<file path="config.mk">
export PLATFORM = sky130hd
export DESIGN_NAME = alu_cmd_sequencer
export DESIGN_NICKNAME = d
export VERILOG_FILES = /design/src/rtl/alu_cmd_sequencer.sv
export SDC_FILE = /design/constraint.sdc
export NUM_CORES = 1
export LEC_CHECK = 0
export CORE_MARGIN = 5
export CORE_UTILIZATION = 52
export DETAILED_ROUTE_END_ITERATION = 12
export GPL_ROUTABILITY_DRIVEN = 0
export PLACE_DENSITY = 0.77
export SYNTH_ARGS = -nofsm -noshare
export SYNTH_HDL_FRONTEND = slang
export SYNTH_SLANG_ARGS = --single-unit
export TNS_END_PERCENT = 5
</file>
<file path="constraint.sdc">
create_clock -name clk -period 4.2 [get_ports clk]
set_clock_uncertainty 0.1 [all_clocks]
set_input_delay 0.84 -clock clk [delete_from_list [all_inputs] [get_ports clk]]
set_output_delay 0.84 -clock clk [all_outputs]
set_load 0.05 [all_outputs]
</file>
<file path="src/rtl/alu_cmd_sequencer.sv">
// Command FIFO + issue FSM sitting upstream of an ALU with fixed latency ALU_LAT.
// Define ALU_SEQ_OPCHECK_EN to trap illegal opcodes locally (res_err=1, res_data=0).
module alu_cmd_sequencer #(
  parameter int DEPTH   = 4,
  parameter int ALU_LAT = 1
) (
  input  logic        clk,
  input  logic        rst,
  input  logic        cmd_valid,
  output logic        cmd_ready,
  input  logic [31:0] cmd_a,
  input  logic [31:0] cmd_b,
  input  logic [4:0]  cmd_op,
  output logic [31:0] alu_a,
  output logic [31:0] alu_b,
  output logic [4:0]  alu_op_code,
  output logic        alu_en,
  input  logic [63:0] alu_out,
  output logic        res_valid,
  input  logic        res_ready,
  output logic [63:0] res_data,
  output logic [4:0]  res_op,
  output logic        res_err,
  output logic        busy
);

  localparam int AW = $clog2(DEPTH);
  localparam int PW = AW + 1;
  localparam int CW = (ALU_LAT > 1) ? $clog2(ALU_LAT) : 1;
  localparam logic [CW-1:0] CNT_LOAD = CW'(ALU_LAT - 1);

  typedef enum logic [1:0] {
    S_IDLE,
    S_ISSUE,
    S_WAIT,
    S_HOLD
  } state_e;

  typedef struct packed {
    logic [31:0] a;
    logic [31:0] b;
    logic [4:0]  op;
  } cmd_t;

`ifdef ALU_SEQ_OPCHECK_EN
  function automatic logic op_is_legal(input logic [4:0] op);
    case (op)
      5'b00001, 5'b00010, 5'b00011, 5'b00100, 5'b00101,
      5'b00110, 5'b00111, 5'b01000, 5'b01010: op_is_legal = 1'b1;
      default:                                op_is_legal = 1'b0;
    endcase
  endfunction
`endif

  // FIFO storage and pointers
  cmd_t          mem_q [DEPTH];
  cmd_t          mem_d [DEPTH];
  logic [PW-1:0] wr_ptr_q, wr_ptr_d;
  logic [PW-1:0] rd_ptr_q, rd_ptr_d;
  logic          full, empty, push, pop;
  cmd_t          head;
  logic          head_legal;

  // Sequencer state
  state_e        state_q, state_d;
  logic [CW-1:0] cnt_q, cnt_d;
  logic [31:0]   alu_a_q, alu_a_d;
  logic [31:0]   alu_b_q, alu_b_d;
  logic [4:0]    alu_op_q, alu_op_d;
  logic [63:0]   res_data_q, res_data_d;
  logic [4:0]    res_op_q, res_op_d;
  logic          res_err_q, res_err_d;
  logic          take;

  // Full/empty use only registered pointers, so cmd_ready never depends on
  // this cycle's pop: a slot freed by a pop is usable from the next cycle.
  assign full  = (wr_ptr_q[PW-1] != rd_ptr_q[PW-1]) &&
                 (wr_ptr_q[AW-1:0] == rd_ptr_q[AW-1:0]);
  assign empty = (wr_ptr_q == rd_ptr_q);
  assign push  = cmd_valid && !full;
  assign head  = mem_q[rd_ptr_q[AW-1:0]];

  always_comb begin
`ifdef ALU_SEQ_OPCHECK_EN
    head_legal = op_is_legal(head.op);
`else
    head_legal = 1'b1;
`endif
  end

  always_comb begin
    mem_d    = mem_q;
    wr_ptr_d = wr_ptr_q;
    if (push) begin
      mem_d[wr_ptr_q[AW-1:0]] = '{a: cmd_a, b: cmd_b, op: cmd_op};
      wr_ptr_d                = wr_ptr_q + PW'(1);
    end
  end

  always_comb begin
    state_d    = state_q;
    cnt_d      = cnt_q;
    alu_a_d    = alu_a_q;
    alu_b_d    = alu_b_q;
    alu_op_d   = alu_op_q;
    res_data_d = res_data_q;
    res_op_d   = res_op_q;
    res_err_d  = res_err_q;
    take       = 1'b0;
    pop        = 1'b0;

    case (state_q)
      S_IDLE: take = !empty;
      S_ISSUE: begin
        cnt_d   = CNT_LOAD;
        state_d = S_WAIT;
      end
      S_WAIT: begin
        if (cnt_q == '0) begin
          res_data_d = alu_out;
          res_op_d   = alu_op_q;
          res_err_d  = 1'b0;
          state_d    = S_HOLD;
        end else begin
          cnt_d = cnt_q - CW'(1);
        end
      end
      S_HOLD: begin
        if (res_ready) begin
          take = !empty;
          if (empty) state_d = S_IDLE;
        end
      end
      default: state_d = S_IDLE;
    endcase

    // IDLE and a HOLD handshake share the same pop path; illegal commands
    // bypass the ALU pins entirely so they keep their previous value.
    if (take) begin
      pop = 1'b1;
      if (head_legal) begin
        alu_a_d  = head.a;
        alu_b_d  = head.b;
        alu_op_d = head.op;
        state_d  = S_ISSUE;
      end else begin
        res_data_d = '0;
        res_op_d   = head.op;
        res_err_d  = 1'b1;
        state_d    = S_HOLD;
      end
    end

    rd_ptr_d = pop ? rd_ptr_q + PW'(1) : rd_ptr_q;
  end

  always_ff @(posedge clk) begin
    mem_q <= mem_d;
  end

  always_ff @(posedge clk) begin
    if (rst) begin
      state_q    <= S_IDLE;
      cnt_q      <= '0;
      wr_ptr_q   <= '0;
      rd_ptr_q   <= '0;
      alu_a_q    <= '0;
      alu_b_q    <= '0;
      alu_op_q   <= '0;
      res_data_q <= '0;
      res_op_q   <= '0;
      res_err_q  <= 1'b0;
    end else begin
      state_q    <= state_d;
      cnt_q      <= cnt_d;
      wr_ptr_q   <= wr_ptr_d;
      rd_ptr_q   <= rd_ptr_d;
      alu_a_q    <= alu_a_d;
      alu_b_q    <= alu_b_d;
      alu_op_q   <= alu_op_d;
      res_data_q <= res_data_d;
      res_op_q   <= res_op_d;
      res_err_q  <= res_err_d;
    end
  end

  assign cmd_ready   = !full;
  assign alu_a       = alu_a_q;
  assign alu_b       = alu_b_q;
  assign alu_op_code = alu_op_q;
  assign alu_en      = (state_q == S_ISSUE) || (state_q == S_WAIT);
  assign res_valid   = (state_q == S_HOLD);
  assign res_data    = res_data_q;
  assign res_op      = res_op_q;
  assign res_err     = res_err_q;
  assign busy        = (state_q != S_IDLE) || !empty;

endmodule

</file>
==> results of run 1 <==
==> metal layers <==
layer,up-vias,track usage [%],wire [µm]
met3,58,4.17,2260
met2,315,33.7,16800
met4,4,5.43,815
met5,-,0,34
met1,4313,26.7,13800
li1,4063,-,-
==> per-stage QoR <==
stage	total power [mW]	utilization, %	area (µm²)	setup slack (ns)	hold slack (ns)
final	13.3	68.0	20000	0.871	0.356
after global routing	13.9	68.0	20000	0.697	0.381
after CTS	13.4	68.0	20000	0.814	0.359
after detailed placement	9.59	63.1	18600	1.17	0.350
after global placement	9.53	63.1	18600	1.24	0.346
after floorplan	8.22	-	15400	0.896	0.394
==> final timing paths <==
check	startpoint	endpoint	slack (ns)
worst min-delay path	alu_a[16]$_SDFFE_PP0P_	alu_a[16]$_SDFFE_PP0P_	0.36
worst max register to register	rd_ptr_q[0]$_SDFFE_PP0P_	alu_a[21]$_SDFFE_PP0P_	1.56
worst min register to register	alu_a[16]$_SDFFE_PP0P_	alu_a[16]$_SDFFE_PP0P_	0.36
worst max-delay path	rd_ptr_q[0]$_SDFFE_PP0P_	busy	0.87
==> layout make-up <==
class | instances | area (µm²) | share of cell area (%)
clock buffer | 57 | 1170 | 5.84
clock inverter | 21 | 265 | 1.32
antenna | 1 | 2.50 | 0.0125
multi-input combinational | 466 | 3930 | 19.6
inverter | 5 | 18.8 | 0.0936
timing repair buffer | 290 | 2950 | 14.7
sequential | 422 | 11200 | 56.0
tap | 390 | 488 | 2.43
==> sequential cells by signal, indices dropped and copies added, names as in the netlist <==
signal,cells
rd_ptr_q,3
alu_b,32
alu_a,32
res_op,5
alu_op_code,5
res_data,64
wr_ptr_q,3
state_q,2
mem_q,276
==> power breakdown <==
group | switching [mW] | total, mW | internal, mW
sequential | 0.302 | 5.27 | 4.97
combinational | 2.67 | 4.19 | 1.52
clock | 1.50 | 3.84 | 2.34
total | 4.47 | 13.3 | 8.82
==> kinds of logic after synthesis <==
family          Yosys count  synth area share [%]
flops                   422                  72.7
simple gates            226                  5.98
mux                     140                  14.7
compound gates           81                  3.32
buf+inv                  61                  2.02
fa+ha+maj                10                 0.811
xor+xnor                  8                 0.503
other cells               1                0.0243
==> worst max-delay path, delay by kind of cell, from the launching register on <==
| family | cells | cell delay [ns] |
|---|---|---|
| buffers and inverters | 1 | 0.84 |
| DFF | 1 | 0.67 |
| xor gates and xnor gates | 1 | 0.21 |
| and+or+nand+nor | 1 | 0.13 |
==> layout by cell type, fill, tap and decap left out, drive strengths merged <==
cell	Yosys	final
bufinv	0	6
a311o	1	1
a211oi	1	1
buf	33	13
xor2	3	3
edfxtp	276	276
clkbuf	23	57
o31a	1	1
nand4	2	2
a21oi	73	73
nand2b	2	2
and2	4	4
inv	5	6
nand2	141	141
conb	1	1
dfxtp	146	146
or2	1	1
o41ai	1	1
a311oi	1	1
mux2i	71	71
nor2	73	73
clkinv	0	14
ha	10	10
nand3	2	2
clkdlybuf4s50	0	277
diode	0	1
xnor2	5	5
or3	1	1
mux4	69	69
o21ai	3	3
==> Yosys cell counts (all sizes together) (2+ instances only) <==
master | count | area share (%)
o21ai | 3 | 0.097
clkbuf | 23 | 0.56
buf | 33 | 1.3
xor2 | 3 | 0.17
xnor2 | 5 | 0.33
ha | 10 | 0.81
dfxtp | 146 | 19
and2 | 4 | 0.16
nand2 | 141 | 3.7
nand2b | 2 | 0.081
edfxtp | 276 | 54
a21oi | 73 | 2.8
nand3 | 2 | 0.065
mux4 | 69 | 10
nand4 | 2 | 0.081
nor2 | 73 | 1.8
inv | 5 | 0.12
mux2i | 71 | 4.6
==> results.json, run 1 <==
{
  "cp.arrival_ns": 2.39,
  "die_area_mm2": 0.0332,
  "synthArstFlopShare_pct": 0,
  "avgSynthCellArea_um2": 16.3,
  "drv_cap": 0,
  "syn2layout_area_growth_pct": 29.9,
  "grt_use_total_pct": 20.0,
  "cp_max_fo": 25,
  "dp_hpwl_um": 21600,
  "io_pins": 280,
  "cts_tree": "done",
  "ctsLongestPathBuffers": 3,
  "h-tree-depth": 2,
  "period_needed_ns": 3.33,
  "hp-class": "reg -> reg",
  "fin_cells": 1652,
  "min_path_cells": 2,
  "syn_inst": 949,
  "clk_root_buffer_cell": "clkbuf_16",
  "post_cts_buffers": 0,
  "drc": 0,
  "hold_violations": 0,
  "grt_pass1_vias": 9156,
  "port_buffers": 278,
  "worstPathRequired_ns": 3.26,
  "globalRouteOverflowTotal": 0,
  "reg2regPathDepth": 4,
  "min_period_over_period_pct": 79.3,
  "power_per_cell_area_mw_per_mm2": 663,
  "antenna_left": 0,
  "max_stage_delay_ns": 0.84,
  "antenna_found_initial": 3,
  "drt_iter0_markers": 480,
  "netlist_area_mm2": 0.0154,
  "place_inst": 1573,
  "wl_um": 33700,
  "yosysSeqAreaShare_pct": 72.7,
  "finalNetCount": 1374,
  "crit_slowest_cell": "clkdlybuf4s50_1",
  "rows": 63,
  "crit_type": "reg -> out",
  "clk_pin_slew_ns": 0.06,
  "dr.pass1.iters": 4,
  "vias_per_cell": 5.30,
  "drive_gt1_share_pct": 15.5,
  "rsz0062_at_grt": "no",
  "yosysUniqueCellTypes": 32,
  "numCtsBuffers": 42,
  "worst_slew_pin_slew_ns": 1.04,
  "synth-seq-cells": 422,
  "setup_viol": 0,
  "end_kind": "primary output",
  "synth_edf_count": 276,
  "status": "completed",
  "yosysWarnings": 0,
  "holdBufCountCts": 0,
  "drt-wirelength-per-cell_um": 20.4,
  "power.leakage_nw": 6.62,
  "initial_core_util_pct": 52.3,
  "irDropWorstVdd_uv": 480,
  "slew_headroom_pct": 30.6,
  "clock.fmax_ghz": 0.300,
  "synth_ff_type": "edfxtp_1",
  "core_mm2": 0.0295,
  "num_vias": 8753,
  "path_cells": "xnor2_2 -> nand4_1 -> clkdlybuf4s50_1",
  "final_max_slew_viol_count": 0,
  "critPathLaunchType": "flop",
  "die_y_um": 182,
  "tns_ns": 0,
  "synth_nets": 1096,
  "cts-resized-gates": 0,
  "grt_pass1_wl_um": 52200,
  "die_w_um": 182,
  "grt_max_degree": 107,
  "fill_cells": 2013,
  "worstSkewPairLatency_ns": 0.52,
  "cts.sink_count": 422
}
(Power assumes the default switching activity.)
==> run 2: changes to the inputs <==
clock period = 3.3 ns   (was 4.2 ns; I/O delays follow)
==> run 2 against run 1 <==
  * First-iteration DRC count is 6.0% lower
  * Die area unchanged
  * Via count fell by 0.54%
  * Routed wire length decreased by 1.9%
  * Sequential power increased by 27%
  * Global-route usage decreased by 0.16 points
  * Hold slack hardly changed
  * Critical endpoint unchanged
==> results.json, run 2 (synthesis gave the netlist of run 1 again) <==
{
  "crit_start": "wr_ptr_q[1]$_SDFFE_PP0P_",
  "period_needed_ns": 3.10,
  "num_vias": 8706,
  "rsz0062_at_grt": "no",
  "ctsLongestPathBuffers": 3,
  "fin_cells": 1654,
  "antenna_left": 0,
  "grt_pass1_vias": 9116,
  "path_cells": "xnor2_1 -> nand4_1 -> clkdlybuf4s50_1",
  "clock.fmax_ghz": 0.322,
  "hold_path_end": "alu_a[21]$_SDFFE_PP0P_",
  "worstSkewPairLatency_ns": 0.53,
  "timing.final.ws_setup_ns": 0.196,
  "final_cell_mix": "clkdlybuf4s50_1, edfxtp_1, dfxtp_1",
  "min_from": "alu_a[21]$_SDFFE_PP0P_",
  "die_area_mm2": 0.0332,
  "irDropWorstVdd_uv": 530,
  "syn2layout_area_growth_pct": 29.8,
  "vias_per_cell": 5.26,
  "drc": 0,
  "holdBufCountCts": 0,
  "dr.pass1.iters": 5,
  "drt_iter0_markers": 451,
  "r2r_start": "rd_ptr_q[2]$_SDFFE_PP0P_",
  "dp_hpwl_um": 20400,
  "post_cts_buffers": 0,
  "cp.arrival_ns": 2.34,
  "initial_core_util_pct": 52.3,
  "post-place-ws_ns": 0.584,
  "path_buf_inv": 1,
  "end_kind": "primary output",
  "numCtsBuffers": 42,
  "power_per_cell_area_mw_per_mm2": 834,
  "crit_type": "reg -> out",
  "grt_use_total_pct": 19.8,
  "globalRouteOverflowTotal": 0,
  "place_inst": 1576,
  "worstPathRequired_ns": 2.54,
  "min_path_cells": 2,
  "port_buffers": 278,
  "grt_max_degree": 86,
  "hp-class": "reg -> reg",
  "largest_register_ffs": 276,
  "drt-wirelength-per-cell_um": 20.0,
  "tns_ns": 0,
  "antennaDiodeCount": 0,
  "mostFrequentLayoutCell": "clkdlybuf4s50_1",
  "finalNetCount": 1377,
  "cts-resized-gates": 0,
  "drive_gt1_share_pct": 15.3,
  "drv_cap": 0,
  "status": "completed",
  "power.leakage_nw": 6.60,
  "wl_um": 33100,
  "critPathLaunchType": "flop",
  "final_max_slew_viol_count": 0,
  "setup_viol": 0,
  "critical-path-top-delay-family": "buffers and inverters",
  "fill_cells": 2004,
  "die_w_um": 182,
  "io_pins": 280,
  "min_period_over_period_pct": 94.0,
  "clk_root_buffer_cell": "clkbuf_16",
  "antenna_found_initial": 2,
  "die_y_um": 182,
  "cts.sink_count": 422,
  "slew_headroom_pct": 28.3,
  "crit_slowest_cell": "clkdlybuf4s50_1",
  "cp_max_fo": 6,
  "core_mm2": 0.0295,
  "r2r_slack_ns": 0.89,
  "worst_slew_pin_slew_ns": 1.08,
  "hold_violations": 0,
  "rows": 63,
  "grt_pass1_wl_um": 51600,
  "clk_pin_slew_ns": 0.06,
  "h-tree-depth": 2,
  "regMostFlops": "mem_q",
  "max_stage_delay_ns": 0.77,
  "reg2regPathDepth": 4,
  "reg2reg_to": "mem_q[49]$_DFFE_PP_",
  "cts_tree": "done"
}
==> run 2: how the worst max path moves through the flow <==
stage / endpoint / slack, ns / cells past startpoint
2_1_floorplan: wr_ptr_q[2]$_SDFFE_PP0P_ / 0.04 / 4
3_3_place_gp: mem_q[38]$_DFFE_PP_ / 0.62 / 4
3_5_place_dp: mem_q[38]$_DFFE_PP_ / 0.58 / 4
4_1_cts: busy / 0.19 / 3
5_1_grt: busy / 0.09 / 3
6_report: busy / 0.20 / 3
==> run 2: power breakdown <==
part | leakage [nW] | total, mW | internal (mW) | switching, mW
logic | 2.22 | 5.41 | 1.97 | 3.44
registers | 3.73 | 6.68 | 6.32 | 0.359
clock network | 0.662 | 4.61 | 2.75 | 1.86
==> run 2: metrics by stage <==
step                      util [%]  hold slack [ns]  power, mW  area [µm²]
after global routing          67.9            0.375       17.5       20000
after floorplan                  -            0.394       10.5       15400
after detailed placement      63.4            0.348       12.3       18700
final                         67.9            0.355       16.7       20000
after CTS                     67.9            0.356       16.9       20000
after global placement        63.4            0.344       12.2       18700
==> run 2: cell type report <==
type,instances,area (µm²),share of cell area [%]
Clock buffer,67,1210,6.02
Clock inverter,11,148,0.737
Timing Repair Buffer,293,3020,15.1
Multi-Input combinational cell,466,3930,19.6
Sequential cell,422,11200,56.0
Tap cell,390,488,2.44
Inverter,5,18.8,0.0937
==> run 2: worst min-delay path, stage by stage, from the launching register on <==
cell and delay [ns]:
dfxtp_1 0.31, nand2_1 0.05, a21oi_1 0.05
==> run 2: per-layer routing <==
layer  wire length (µm)  up-vias  track usage, %
li1                   -     4072               -
met1              13500     4262            25.4
met2              16200      313            33.8
met3               2550       55            5.18
met4                808        4            5.58
met5                 25        -               0
